==> config.mk <==
export PLATFORM = sky130hd
export DESIGN_NAME = uart_tx_arbiter
export DESIGN_NICKNAME = d
export VERILOG_FILES = /design/src/rtl/uart_tx_arb_pkg.sv /design/src/rtl/uart_tx_arbiter_rr_picker.sv /design/src/rtl/uart_tx_arbiter.sv
export SDC_FILE = /design/constraint.sdc
export NUM_CORES = 1
export LEC_CHECK = 0
export ABC_AREA = 0
export CAP_MARGIN = 10
export CORE_MARGIN = 4
export CORE_UTILIZATION = 30
export CTS_CLUSTER_DIAMETER = 150
export DETAILED_ROUTE_END_ITERATION = 8
export GPL_ROUTABILITY_DRIVEN = 0
export GPL_TIMING_DRIVEN = 0
export HOLD_SLACK_MARGIN = 0.03
export PLACE_DENSITY = 0.65
export RECOVER_POWER = 100
export SYNTH_ARGS = -nofsm -noshare
export SYNTH_HDL_FRONTEND = slang
export SYNTH_SLANG_ARGS = --single-unit
==> constraint.sdc <==
create_clock -name clk -period 3.2 [get_ports clk]
set_input_delay 0.32 -clock clk [delete_from_list [all_inputs] [get_ports clk]]
set_output_delay 0.32 -clock clk [all_outputs]
set_load 0.03 [all_outputs]
==> src/rtl/uart_tx_arb_pkg.sv <==
// Shared types and sizing helpers for the UART transmit arbiter.
package uart_tx_arb_pkg;

  typedef enum logic [2:0] {
    IDLE,
    SEND,
    WAIT_TX,
    ACK_WAIT,
    RELOAD
  } state_e;

  // Width of the retransmission counter.
  localparam int RETRY_W = 4;

  // Bits needed to hold an acknowledge-window count of n.
  function automatic int win_w(input int n);
    return (n < 1) ? 1 : $clog2(n + 1);
  endfunction

endpackage

==> src/rtl/uart_tx_arbiter_rr_picker.sv <==
// rr_picker: combinational one-hot round-robin select. The search starts
// at ptr_i + 1 and wraps, so the last-granted requester has lowest priority.
module rr_picker #(
  parameter int N  = 4,
  parameter int PW = 2
) (
  input  logic [N-1:0]  req_i,
  input  logic [PW-1:0] ptr_i,
  output logic [N-1:0]  gnt_o,
  output logic [PW-1:0] idx_o,
  output logic          any_o
);

  logic [PW-1:0] cand;
  logic          found;

  // Walk the requesters in priority order; the first one set wins.
  always_comb begin
    gnt_o = '0;
    idx_o = '0;
    found = 1'b0;
    cand  = '0;
    for (int k = 1; k <= N; k++) begin
      cand = PW'((int'(ptr_i) + k) % N);
      if (!found && req_i[cand]) begin
        found       = 1'b1;
        gnt_o[cand] = 1'b1;
        idx_o       = cand;
      end
    end
    any_o = found;
  end

endmodule

==> src/rtl/uart_tx_arbiter.sv <==
// uart_tx_arbiter: round-robin arbiter feeding bytes from NUM_REQ
// requesters into a single UART transmitter.
// Optional feature macro UART_TX_ARB_RETRY_EN: adds a post-frame acknowledge
// window in which nack triggers a resend (tx_load), up to MAX_RETRY times,
// after which the frame is dropped with err. Without it, a frame is done as
// soon as the transmitter goes idle and nack is ignored.
module uart_tx_arbiter
  import uart_tx_arb_pkg::*;
#(
  parameter int NUM_REQ   = 4,
  parameter int ACK_WIN   = 16,
  parameter int MAX_RETRY = 3
) (
  input  logic                 clk,
  input  logic                 reset,
  input  logic [NUM_REQ-1:0]   req,
  input  logic [8*NUM_REQ-1:0] req_data,
  output logic [NUM_REQ-1:0]   grant,
  output logic [NUM_REQ-1:0]   done,
  output logic                 err,
  input  logic                 nack,
  output logic                 tx_send,
  output logic                 tx_load,
  output logic [7:0]           tx_data,
  input  logic                 tx_busy
);

  localparam int PW = (NUM_REQ > 1) ? $clog2(NUM_REQ) : 1;

  state_e               state_q, state_d;
  logic [PW-1:0]        ptr_q, ptr_d;
  logic [7:0]           data_q, data_d;
  logic [NUM_REQ-1:0]   grant_q, grant_d;
  logic [NUM_REQ-1:0]   done_q, done_d;
  logic                 err_q, err_d;
  logic                 send_q, send_d;
  logic                 load_q, load_d;
  logic                 blank_q, blank_d;

  logic [NUM_REQ-1:0]   pick_gnt;
  logic [PW-1:0]        pick_idx;
  logic                 pick_any;
  logic [NUM_REQ-1:0]   cur_oh;

`ifdef UART_TX_ARB_RETRY_EN
  localparam int WW = win_w(ACK_WIN);
  logic [RETRY_W-1:0]   retry_q, retry_d;
  logic [WW-1:0]        win_q, win_d;
`else
  // Retry feature compiled out: keep the config visible but inert.
  localparam int UNUSED_CFG = ACK_WIN + MAX_RETRY;
  logic unused_nack;
  assign unused_nack = nack;
`endif

  rr_picker #(.N(NUM_REQ), .PW(PW)) u_pick (
    .req_i (req),
    .ptr_i (ptr_q),
    .gnt_o (pick_gnt),
    .idx_o (pick_idx),
    .any_o (pick_any)
  );

  // ptr_q always names the requester owning the frame in flight.
  assign cur_oh = {{(NUM_REQ-1){1'b0}}, 1'b1} << ptr_q;

  // Next-state and registered-output decode.
  always_comb begin
    state_d = state_q;
    ptr_d   = ptr_q;
    data_d  = data_q;
    grant_d = '0;
    done_d  = '0;
    err_d   = 1'b0;
    send_d  = 1'b0;
    load_d  = 1'b0;
    blank_d = 1'b0;
`ifdef UART_TX_ARB_RETRY_EN
    retry_d = retry_q;
    win_d   = win_q;
`endif
    case (state_q)
      IDLE: begin
        if (pick_any) begin
          grant_d = pick_gnt;
          ptr_d   = pick_idx;
          data_d  = req_data[{pick_idx, 3'b000} +: 8];
          state_d = SEND;
        end
      end
      SEND: begin
        send_d  = 1'b1;
        blank_d = 1'b1;
        state_d = WAIT_TX;
`ifdef UART_TX_ARB_RETRY_EN
        retry_d = '0;
`endif
      end
      WAIT_TX: begin
        // blank_q covers the cycle before the transmitter can raise busy.
        if (!blank_q && !tx_busy) begin
`ifdef UART_TX_ARB_RETRY_EN
          win_d   = WW'(ACK_WIN);
          state_d = ACK_WAIT;
`else
          done_d  = cur_oh;
          state_d = IDLE;
`endif
        end
      end
`ifdef UART_TX_ARB_RETRY_EN
      ACK_WAIT: begin
        win_d = win_q - WW'(1);
        if (nack) begin
          if (retry_q < RETRY_W'(MAX_RETRY)) begin
            state_d = RELOAD;
          end else begin
            err_d   = 1'b1;
            done_d  = cur_oh;
            state_d = IDLE;
          end
        end else if (win_q <= WW'(1)) begin
          done_d  = cur_oh;
          state_d = IDLE;
        end
      end
      RELOAD: begin
        load_d  = 1'b1;
        blank_d = 1'b1;
        retry_d = retry_q + RETRY_W'(1);
        state_d = WAIT_TX;
      end
`endif
      default: state_d = IDLE;
    endcase
  end

  // State and output registers; reset abandons any frame silently.
  always_ff @(posedge clk) begin
    if (reset) begin
      state_q <= IDLE;
      ptr_q   <= PW'(NUM_REQ - 1);
      data_q  <= 8'h00;
      grant_q <= '0;
      done_q  <= '0;
      err_q   <= 1'b0;
      send_q  <= 1'b0;
      load_q  <= 1'b0;
      blank_q <= 1'b0;
`ifdef UART_TX_ARB_RETRY_EN
      retry_q <= '0;
      win_q   <= '0;
`endif
    end else begin
      state_q <= state_d;
      ptr_q   <= ptr_d;
      data_q  <= data_d;
      grant_q <= grant_d;
      done_q  <= done_d;
      err_q   <= err_d;
      send_q  <= send_d;
      load_q  <= load_d;
      blank_q <= blank_d;
`ifdef UART_TX_ARB_RETRY_EN
      retry_q <= retry_d;
      win_q   <= win_d;
`endif
    end
  end

  assign grant   = grant_q;
  assign done    = done_q;
  assign err     = err_q;
  assign tx_send = send_q;
  assign tx_load = load_q;
  assign tx_data = data_q;

endmodule

Yosys cells after proc, flatten, opt, wreduce, memory -nomap -nowiden
Index checks and enable logic that the tools add are counted.
{ "totals": {"output_inout_bits": 19, "word_cells": 81, "ff_bits": 22, "input_bits": 40} }
{ "classes": {"bitwise_logic": 7, "reduce_logical": 18, "muxes": 32, "n_lt_le_gt_ge": 8, "eq_ne": 4, "shift": 2, "n_addsub": 4} }
{ "op_table": {"columns": ["operator", "count"], "rows": [
  ["$shiftx A32 B6 Y8", 1],
  ["$mux W4", 4],
  ["$mux W1", 13],
  ["$lt A2 B3 Y1 const B", 4],
  ["$or A4 B4 Y4", 3],
  ["$pmux W3 S3", 1],
  ["$bmux W1 S2", 4],
  ["$demux W1 S2", 4],
  ["$ge A2 B1 Y1 const B", 4],
  ["$logic_and A1 B1 Y1", 8],
  ["$mux W2", 4],
  ["$mux W3", 2],
  ["$reduce_or A3 Y1", 2],
  ["$logic_not A1 Y1", 5],
  ["$add A2 B1 Y2 const B", 2],
  ["$add A2 B2 Y2 const B", 2],
  ["$ne A2 B2 Y1 const B", 2],
  ["$not A1 Y1", 4],
  ["$reduce_and A2 Y1", 2],
  ["$shl A1 B2 Y4 const A", 1],
  ["$eq A3 B1 Y1 const B", 1],
  ["$eq A3 B2 Y1 const B", 1],
  ["$logic_not A3 Y1", 1]
]} }

Longest topological paths before layout
Gate-level depths: netlist of run 1.
{ "logic_depth": {"ltp_word": 15, "ltp_mapped": 11, "ltp_nobuf": 8} }

By module
Synthesis of run 1 repeated with hierarchy kept, for this count alone.
{ "unflattened": {"cells_unflattened": 133, "area_unflattened_um2": 1400.1} }
{ "modules_own_cells": {"columns": ["module", "n_inst", "seq_area_each_um2", "area_each_um2", "cells_per_inst"], "rows": [
  ["uart_tx_arbiter", 1, 420.4, 874.6, 65],
  ["rr_picker", 1, 0.0, 525.5, 68]
]} }

Least setup slack after synthesis of run 1
OpenSTA, ideal clock, no wires.
{ "synth_path": {"path_type": "register -> register", "startpoint": "reg ptr_q[0]", "endpoint": "reg data_q[1] (netlist: tx_data[1])", "arrival_time_ns": 2.653, "required_time_ns": 3.077, "path_stages_with_launch": 11, "path_slack_ns": 0.423, "synth_period_minus_slack_ns": 2.777, "path_buffers": 2, "path_cell_list": "dfxtp_1 -> buf_4 -> inv_1 -> ha_1 -> buf_2 -> mux4_2 -> or4_4 -> o21ai_4 -> nor2_4 -> nand4_1 -> o211ai_2"} }
{ "synth_between": {"elab_chain_len": 14, "word_cells_on_any_way": 28, "classes_between": "4 x add/sub; 1 x shift; 16 x mux; 7 x reduce/logical"} }
{ "synth_rtl": {"columns": ["element", "line_no", "rtl"], "rows": [
  ["start, declared", "uart_tx_arbiter.sv:31", "logic [PW-1:0] ptr_q, ptr_d;"],
  ["start signal, assigned", "uart_tx_arbiter.sv:142", "ptr_q <= PW'(NUM_REQ - 1);"],
  ["start signal, assigned", "uart_tx_arbiter.sv:156", "ptr_q <= ptr_d;"],
  ["$add A2 B1 Y2", "uart_tx_arbiter_rr_picker.sv:24", "cand = PW'((int'(ptr_i) + k) % N);"],
  ["$bmux W1 S2", "uart_tx_arbiter_rr_picker.sv:25", "if (!found && req_i[cand]) begin"],
  ["$mux W1 (not written as such)", "uart_tx_arbiter_rr_picker.sv:25", null],
  ["$mux W1", "uart_tx_arbiter_rr_picker.sv:25", null],
  ["$logic_not A1 Y1", "uart_tx_arbiter_rr_picker.sv:25", null],
  ["$logic_and A1 B1 Y1", "uart_tx_arbiter_rr_picker.sv:25", null],
  ["$mux W1", "uart_tx_arbiter_rr_picker.sv:25", null],
  ["$logic_not A1 Y1", "uart_tx_arbiter_rr_picker.sv:25", null],
  ["$logic_and A1 B1 Y1", "uart_tx_arbiter_rr_picker.sv:25", null],
  ["$mux W1", "uart_tx_arbiter_rr_picker.sv:25", null],
  ["$logic_not A1 Y1", "uart_tx_arbiter_rr_picker.sv:25", null],
  ["$logic_and A1 B1 Y1", "uart_tx_arbiter_rr_picker.sv:25", null],
  ["$mux W2 / $mux W1 (equally long branches)", "uart_tx_arbiter_rr_picker.sv:25", null],
  ["$shiftx A32 B6 Y8 / $reduce_and A2 Y1 (equally long branches)", null, null],
  ["end signal, assigned", "uart_tx_arbiter.sv:157", "data_q <= data_d;"],
  ["end, declared", "uart_tx_arbiter.sv:32", "logic [7:0] data_q, data_d;"]
]} }
Several ways; a longest one is shown, not always the timed one. The select of a mux whose other input is x is not followed.
A chain may end at the register's enable or synchronous reset.

Final worst setup path of run 1
{ "layout_path": {"startpoint": "reg ptr_q[0]", "endpoint": "reg data_q[0] (netlist: tx_data[0])"} }
The elaborated chain is that of the path after synthesis.

==> qor.csv, run 1 <==
metric,value,unit
outcome,completed,
clock transition at the register clock pins on the worst setup and hold paths after CTS,90,ps
slew at the pin closest to its max-slew limit,677,ps
average size of a mapped cell,9.45,sq um
internal portion of total power,1.01,mW
area of the die,6800,sq um
type of the most critical hold path,flip-flop to flip-flop,
Residual DRC,0,
initial cell density of the core,31.7,%
Initial DRT Pass Iterations,4,
most frequent cells after synthesis,"sky130_fd_sc_hd__dfxtp_1, sky130_fd_sc_hd__mux2i_1, sky130_fd_sc_hd__nand4_1, sky130_fd_sc_hd__nand2_1",
total vias in the final route,1569,
ratio of cells with drive above 1 in the final layout,20.7,%
number of standard cells after synthesis,176,
# H-tree levels,1,
DRT iter0 DRCs,77,
power density relative to cell area,821,nW/um^2
pin count of the biggest net entering global routing,14,
part of the Yosys area used for sequential elements,25.3,%
number of unique standard cell types used by synthesis,44,
Final Total Pwr,1.94,mW
critical path capture point type,flip-flop,
worst-case clock skew,6.76,ps
setup TNS,0,ps
post-layout min period,2950,ps
register-to-register path setup slack,250,ps
final setup vio count,0,
Max-Slew Margin vs Limit,54.5,%
share of synthesized flip-flops with an asynchronous set or reset,0,%
part of the total power dissipated in sequential elements,19.6,%
flip-flop cell with the highest count after synthesis,sky130_fd_sc_hd__dfxtp_1,
antenna diode count,0,
post-synth top area cell,sky130_fd_sc_hd__dfxtp_1,
area growth from synthesis to layout,42.3,%
GRT Overall Usage,13.3,%
WP data required,3350,ps
register bit total from synthesis,21,
Layout Utilization,45.2,%
final net count,286,
die boundary width,82.5,microns
Final ANT Viol Nets,0,
Area contributors post-synth,"sky130_fd_sc_hd__dfxtp_1, sky130_fd_sc_hd__mux2i_1, sky130_fd_sc_hd__ha_1",
R2R cell count,11,
Cell Rows,26,
Worst Hold Endpoint,tx_data[5],
number of filler cells placed in the layout,497,
Detailed Place HPWL,3530,microns
Boundary Pins,59,
VDD IR max,0.000360,V
TritonCTS clock tree,done,
remaining global-route overflow,0,
antenna violations before repair,0,
buffer levels on the longest clock path,2,
data arrival time at the worst-slack endpoint,3100,ps
chip height,82.5,microns
number of synthesized flops with an enable pin,0,
number of CTS-inserted buffers,3,
most instantiated library cell after synthesis,sky130_fd_sc_hd__dfxtp_1,
count of endpoints failing hold in the final timing report,0,
CTS sink count,21,
clock insertion delay at the later pin of the skew report,260,ps
cell area after synthesis,1660,sq um
Min-Delay Startpoint,tx_data[5],
# Max-Cap Violations,0,
first-pass GRT wire length,7210,microns
post-DR wirelength/cell,15.3,microns
warnings from Yosys,0,
switching portion of total power,48.2,%
area of the core,5240,sq um
part of the power in combinational logic,71.1,%
Critical Path Source Type,flip-flop,
Reg2Reg Capture Point,tx_data[0],
depth of the worst hold-timing path,2,
total wirelength of the detailed-routed design,4690,microns
setup repair after global routing missed its margin,false,
fin crit share,92.1,%
fraction of synthesized cell area taken by the top area cell type,25.3,%
WS Path Type,flip-flop to flip-flop,
LEAKAGE,0.958,nW
worst flop-to-flop path startpoint,ptr_q[0],
number of vias per cell,5.11,
highest fanout seen on the critical path,10,
Port Buf Inserts,54,
top achievable clock speed,339,MHz
via count of the first global-routing pass,1496,
Max Slew Vio Count,0,
fraction of power consumed by the clock network,9.4,%
Net Switching,937,uW
CTS Root Cell,sky130_fd_sc_hd__clkbuf_8,
## sequential cells by signal, summed over array words and instances, names as in the netlist
| register | flops |
|---|---|
| tx_data | 8 |
| done | 4 |
| grant | 4 |
| ptr_q | 2 |
| state_q | 2 |
| blank_q | 1 |
## power groups by stage
stage	combinational [mW]	sequential (mW)	clock, mW
after detailed placement	1.36	0.384	0
final	1.38	0.380	0.182
after floorplan	0.915	0.474	0
after global routing	1.50	0.389	0.196
after global placement	1.35	0.382	0
after CTS	1.37	0.380	0.186
## metal layers
layer,up-vias,global-route usage (%),wire length (microns)
li1,787,-,-
met4,0,2.99,35
met2,34,22.3,2290
met5,-,0,0
met1,746,18.5,2210
met3,2,0.868,156
## cell usage in the layout (no fill, tap or decap), drive strengths merged, types with 3 or more instances in the layout
| master | netlist | layout |
|---|---|---|
| nand3b | 8 | 8 |
| nand4 | 16 | 16 |
| dfxtp | 21 | 21 |
| ha | 8 | 8 |
| or3 | 9 | 9 |
| a221o | 4 | 4 |
| nand2b | 3 | 3 |
| o21ai | 9 | 9 |
| mux4 | 4 | 4 |
| nand2 | 14 | 14 |
| nor2 | 7 | 7 |
| mux2i | 19 | 19 |
| o211ai | 8 | 8 |
| dlygate4sd3 | 0 | 20 |
| nor3 | 6 | 6 |
| buf | 9 | 9 |
| clkbuf | 4 | 9 |
| a21oi | 7 | 7 |
| clkdlybuf4s50 | 0 | 34 |
## what timing repair did
item | CTS | global route
hold buffers | 0 | 0
buffers inserted | 0 | 2
resized for setup | 1 | 5
endpoints found under the setup margin | 3 | 8
## metrics by stage
stage               instance area (sq um)  setup slack, ps  std cells  hold WS [ps]
floorplan                            1670              423        177           389
global placement                     2290             53.0        301           442
detailed placement                   2290           -0.599        301           449
CTS                                  2340             31.1        305           469
global route                         2370             59.9        307           491
finish                               2370              253        307           461
## worst max-delay path, cell delays in order, from the launching register on
cell and delay, ps:
sky130_fd_sc_hd__dfxtp_2 430, sky130_fd_sc_hd__buf_6 180, sky130_fd_sc_hd__clkinvlp_4 130, sky130_fd_sc_hd__ha_1 280, sky130_fd_sc_hd__buf_2 170, sky130_fd_sc_hd__mux4_2 570, sky130_fd_sc_hd__nand2b_1 90, sky130_fd_sc_hd__clkbuf_4 200
sky130_fd_sc_hd__o2111ai_2 160, sky130_fd_sc_hd__o21ai_4 230, sky130_fd_sc_hd__mux2i_1 290, sky130_fd_sc_hd__o211ai_2 100
## layout make-up
class | instances | area, sq um | area share [%]
Clock inverter | 1 | 7.51 | 0.317
Clock buffer | 3 | 41.3 | 1.75
Inverter | 3 | 15.0 | 0.635
Tap cell | 70 | 87.6 | 3.70
Multi-Input combinational cell | 140 | 1160 | 48.9
Buffer | 13 | 80.1 | 3.38
Sequential cell | 21 | 423 | 17.9
Timing Repair Buffer | 56 | 556 | 23.5
## logic make-up after synthesis
kind of cell,share of synthesized area [%]
mux,17.8
xor+xnor,0.527
compound gates,16.9
buf+inv,5.19
simple gates,28.1
other cells,0.226
flops,25.3
fa+ha+maj,6.02
## how the worst max path moves through the flow
stage,startpoint,slack [ps],endpoint
final,ptr_q[0],250,tx_data[0]
after CTS,ptr_q[1],30,tx_data[0]
after detailed placement,ptr_q[0],-0.6,tx_data[0]
after floorplan,ptr_q[0],420,tx_data[1]
after global routing,ptr_q[0],60,tx_data[0]
after global placement,ptr_q[0],50,tx_data[4]
(Power assumes the default switching activity.)
==> run 2: changes to the inputs <==
--- a/config.mk
+++ b/config.mk
@@ -8,14 +8,15 @@
 export ABC_AREA = 0
 export CAP_MARGIN = 10
 export CORE_MARGIN = 4
-export CORE_UTILIZATION = 30
+export CORE_UTILIZATION = 25
 export CTS_CLUSTER_DIAMETER = 150
 export DETAILED_ROUTE_END_ITERATION = 8
 export GPL_ROUTABILITY_DRIVEN = 0
 export GPL_TIMING_DRIVEN = 0
 export HOLD_SLACK_MARGIN = 0.03
-export PLACE_DENSITY = 0.65
+export PLACE_DENSITY = 0.58
 export RECOVER_POWER = 100
+export SLEW_MARGIN = 20
 export SYNTH_ARGS = -nofsm -noshare
 export SYNTH_HDL_FRONTEND = slang
 export SYNTH_SLANG_ARGS = --single-unit
==> qor.csv, run 2 (synthesis gave the netlist of run 1 again) <==
metric,value,unit,change
data arrival time at the worst-slack endpoint,3120,ps,+20 ps
# H-tree levels,1,,unchanged
clock transition at the register clock pins on the worst setup and hold paths after CTS,80,ps,about the same
area of the die,8020,sq um,+18%
stage delay of the slowest cell on the critical path,580,ps,about the same
GRT Overall Usage,11.8,%,-1.5 points
slew at the pin closest to its max-slew limit,693,ps,+15.4 ps
met1 demand-to-capacity share in global routing,16.4,%,-2.1 points
count of endpoints failing hold in the final timing report,0,,unchanged
total vias in the final route,1603,,+2.2%
GR met3 Demand/Resource,1.57,%,+0.70 points
buffer levels on the longest clock path,2,,unchanged
chip height,89.6,microns,+8.6%
DRT iter0 DRCs,115,,+49%
VDD IR max,0.000266,V,-26%
Residual DRC,0,,unchanged
critical path capture point type,flip-flop,,
first-pass GRT wire length,7430,microns,+3.1%
count of hold-fix buffers inserted at cts,0,,unchanged
crit path cell chain,"buf_4, clkinvlp_4, ha_1, buf_2, mux4_2, nand2b_1, clkbuf_4, o2111ai_2, o21ai_4, mux2i_2, o211ai_2",,
worst-case clock skew,5.19,ps,-1.58 ps
max reg flops,8,,unchanged
antenna diode count,0,,unchanged
total wirelength of the detailed-routed design,4720,microns,+0.55%
via count of the first global-routing pass,1434,,-4.1%
layer with the highest usage after global routing,met2,,
pin count of the biggest net entering global routing,13,,-1
top cell family by delay on the critical path,multiplexers,,
type of the most critical hold path,flip-flop to flip-flop,,
Cell Rows,29,,+12%
LEAKAGE,0.967,nW,+0.91%
ratio of cells with drive above 1 in the final layout,21.8,%,+1.2 points
CTS sink count,21,,unchanged
Boundary Pins,59,,unchanged
area growth from synthesis to layout,43.3,%,
Max Slew Vio Count,0,,unchanged
outcome,completed,,
Final ANT Viol Nets,0,,unchanged
number of CTS-inserted buffers,3,,unchanged
WP data required,3350,ps,about the same
WS Path Type,flip-flop to flip-flop,,
Global Route met2 Usage,18.7,%,-3.6 points
power density relative to cell area,814,nW/um^2,-0.92%
area of the core,6390,sq um,+22%
final net count,287,,+0.35%
Detailed Place HPWL,3640,microns,+3.3%
Max-Slew Margin vs Limit,53.7,%,-0.89 points
CTS Root Cell,sky130_fd_sc_hd__clkbuf_8,,
final setup vio count,0,,unchanged
post-DR wirelength/cell,15.0,microns,-2.0%
remaining global-route overflow,0,,unchanged
depth of the worst hold-timing path,2,,unchanged
initial cell density of the core,26.0,%,-5.7 points
highest fanout seen on the critical path,10,,unchanged
Initial DRT Pass Iterations,4,,unchanged
buffers plus inverters on the worst setup path,4,,unchanged
number of vias per cell,5.09,,-0.43%
post-layout min period,2970,ps,+26.9 ps
highest-delay cell along the critical path,sky130_fd_sc_hd__mux4_2,,
fin crit share,92.9,%,+0.84 points
R2R cell count,11,,unchanged
die boundary width,89.6,microns,+8.6%
antenna violations before repair,0,,unchanged
Crit. path cell count,11,,unchanged
most frequent cells in the layout,"sky130_fd_sc_hd__clkdlybuf4s50_1, sky130_fd_sc_hd__dlygate4sd3_1, sky130_fd_sc_hd__dfxtp_1",,
Critical Path Source Type,flip-flop,,
pre-CTS WS,-16.6,ps,-16.0 ps
setup slack after layout,226,ps,-26.9 ps
"Cell Area, Placed",2300,sq um,+0.38%
top achievable clock speed,336,MHz,-0.91%
final non-filler cell area,2380,sq um,+0.74%
clock insertion delay at the later pin of the skew report,260,ps,about the same
TritonCTS clock tree,done,,
# Max-Cap Violations,0,,unchanged
most frequent standard cell in the layout excluding fill and tap cells,sky130_fd_sc_hd__clkdlybuf4s50_1,,
Port Buf Inserts,54,,unchanged
-- run 2: cell types whose count changed in the layout (fill, tap and decap cells not counted) --
cell / change
sky130_fd_sc_hd__buf_4: +2
sky130_fd_sc_hd__buf_6: -1
sky130_fd_sc_hd__clkinv_2: +1
sky130_fd_sc_hd__clkinvlp_4: -1
sky130_fd_sc_hd__mux2i_1: -1
sky130_fd_sc_hd__mux2i_2: +1
sky130_fd_sc_hd__or4_1: -1
sky130_fd_sc_hd__or4_4: +1
-- run 2: worst paths after layout --
check | start | endpoint | slack, ps
max | ptr_q[0] | tx_data[5] | 230
min reg2reg | tx_data[0] | tx_data[0] | 470
min | tx_data[0] | tx_data[0] | 470
max reg2reg | ptr_q[0] | tx_data[5] | 230
-- run 2: layout make-up --
cell class / instances / area, sq um
Multi-Input combinational cell: 140 / 1160
Clock inverter: 1 / 5.00
Fill cell: 654 / 4000
Tap cell: 77 / 96.3
Clock buffer: 3 / 41.3
Timing Repair Buffer: 57 / 563
Sequential cell: 21 / 423
Inverter: 3 / 15.0
Buffer: 13 / 76.3
-- run 2: power breakdown --
part / internal (mW) / switching [mW] / leakage, nW
registers: 0.330 / 0.0462 / 0.172
clock network: 0.0867 / 0.0893 / 0.0255
logic: 0.598 / 0.789 / 0.769
total: 1.01 / 0.925 / 0.967
-- run 2: repair_timing --
item	in CTS	in global routing
setup buffers	0	3
endpoints found under the setup margin	1	8
gates resized for setup	1	4
endpoints found under the hold margin	0	0
-- run 2: per-stage QoR --
| stage | TNS (ps) | utilization (%) | total power [mW] | cells | hold WS, ps |
|---|---|---|---|---|---|
| 6_report | 0 | 37.3 | 1.94 | 315 | 468 |
| 5_1_grt | -16.2 | 37.3 | 2.11 | 315 | 499 |
| 4_1_cts | 0 | 36.8 | 1.94 | 312 | 474 |
| 3_5_place_dp | -16.6 | 36.1 | 1.76 | 308 | 448 |
| 3_3_place_gp | 0 | 36.1 | 1.73 | 308 | 445 |
| 2_1_floorplan | 0 | - | 1.39 | 177 | 389 |
-- run 2: worst reg2reg max path, stage by stage, from the launching register on --
cell and delay [ps]:
sky130_fd_sc_hd__dfxtp_2 400, sky130_fd_sc_hd__buf_4 220, sky130_fd_sc_hd__clkinvlp_4 140, sky130_fd_sc_hd__ha_1 280, sky130_fd_sc_hd__buf_2 180, sky130_fd_sc_hd__mux4_2 580, sky130_fd_sc_hd__nand2b_1 100, sky130_fd_sc_hd__clkbuf_4 200
sky130_fd_sc_hd__o2111ai_2 160, sky130_fd_sc_hd__o21ai_4 220, sky130_fd_sc_hd__mux2i_2 300, sky130_fd_sc_hd__o211ai_2 90
-- run 2: per-layer routing --
| metal | vias up | share of wire (%) |
|---|---|---|
| met1 | 768 | 43 |
| met4 | 0 | 0.85 |
| met3 | 2 | 6.4 |
| li1 | 785 | - |
| met2 | 48 | 50 |
| met5 | - | 0 |
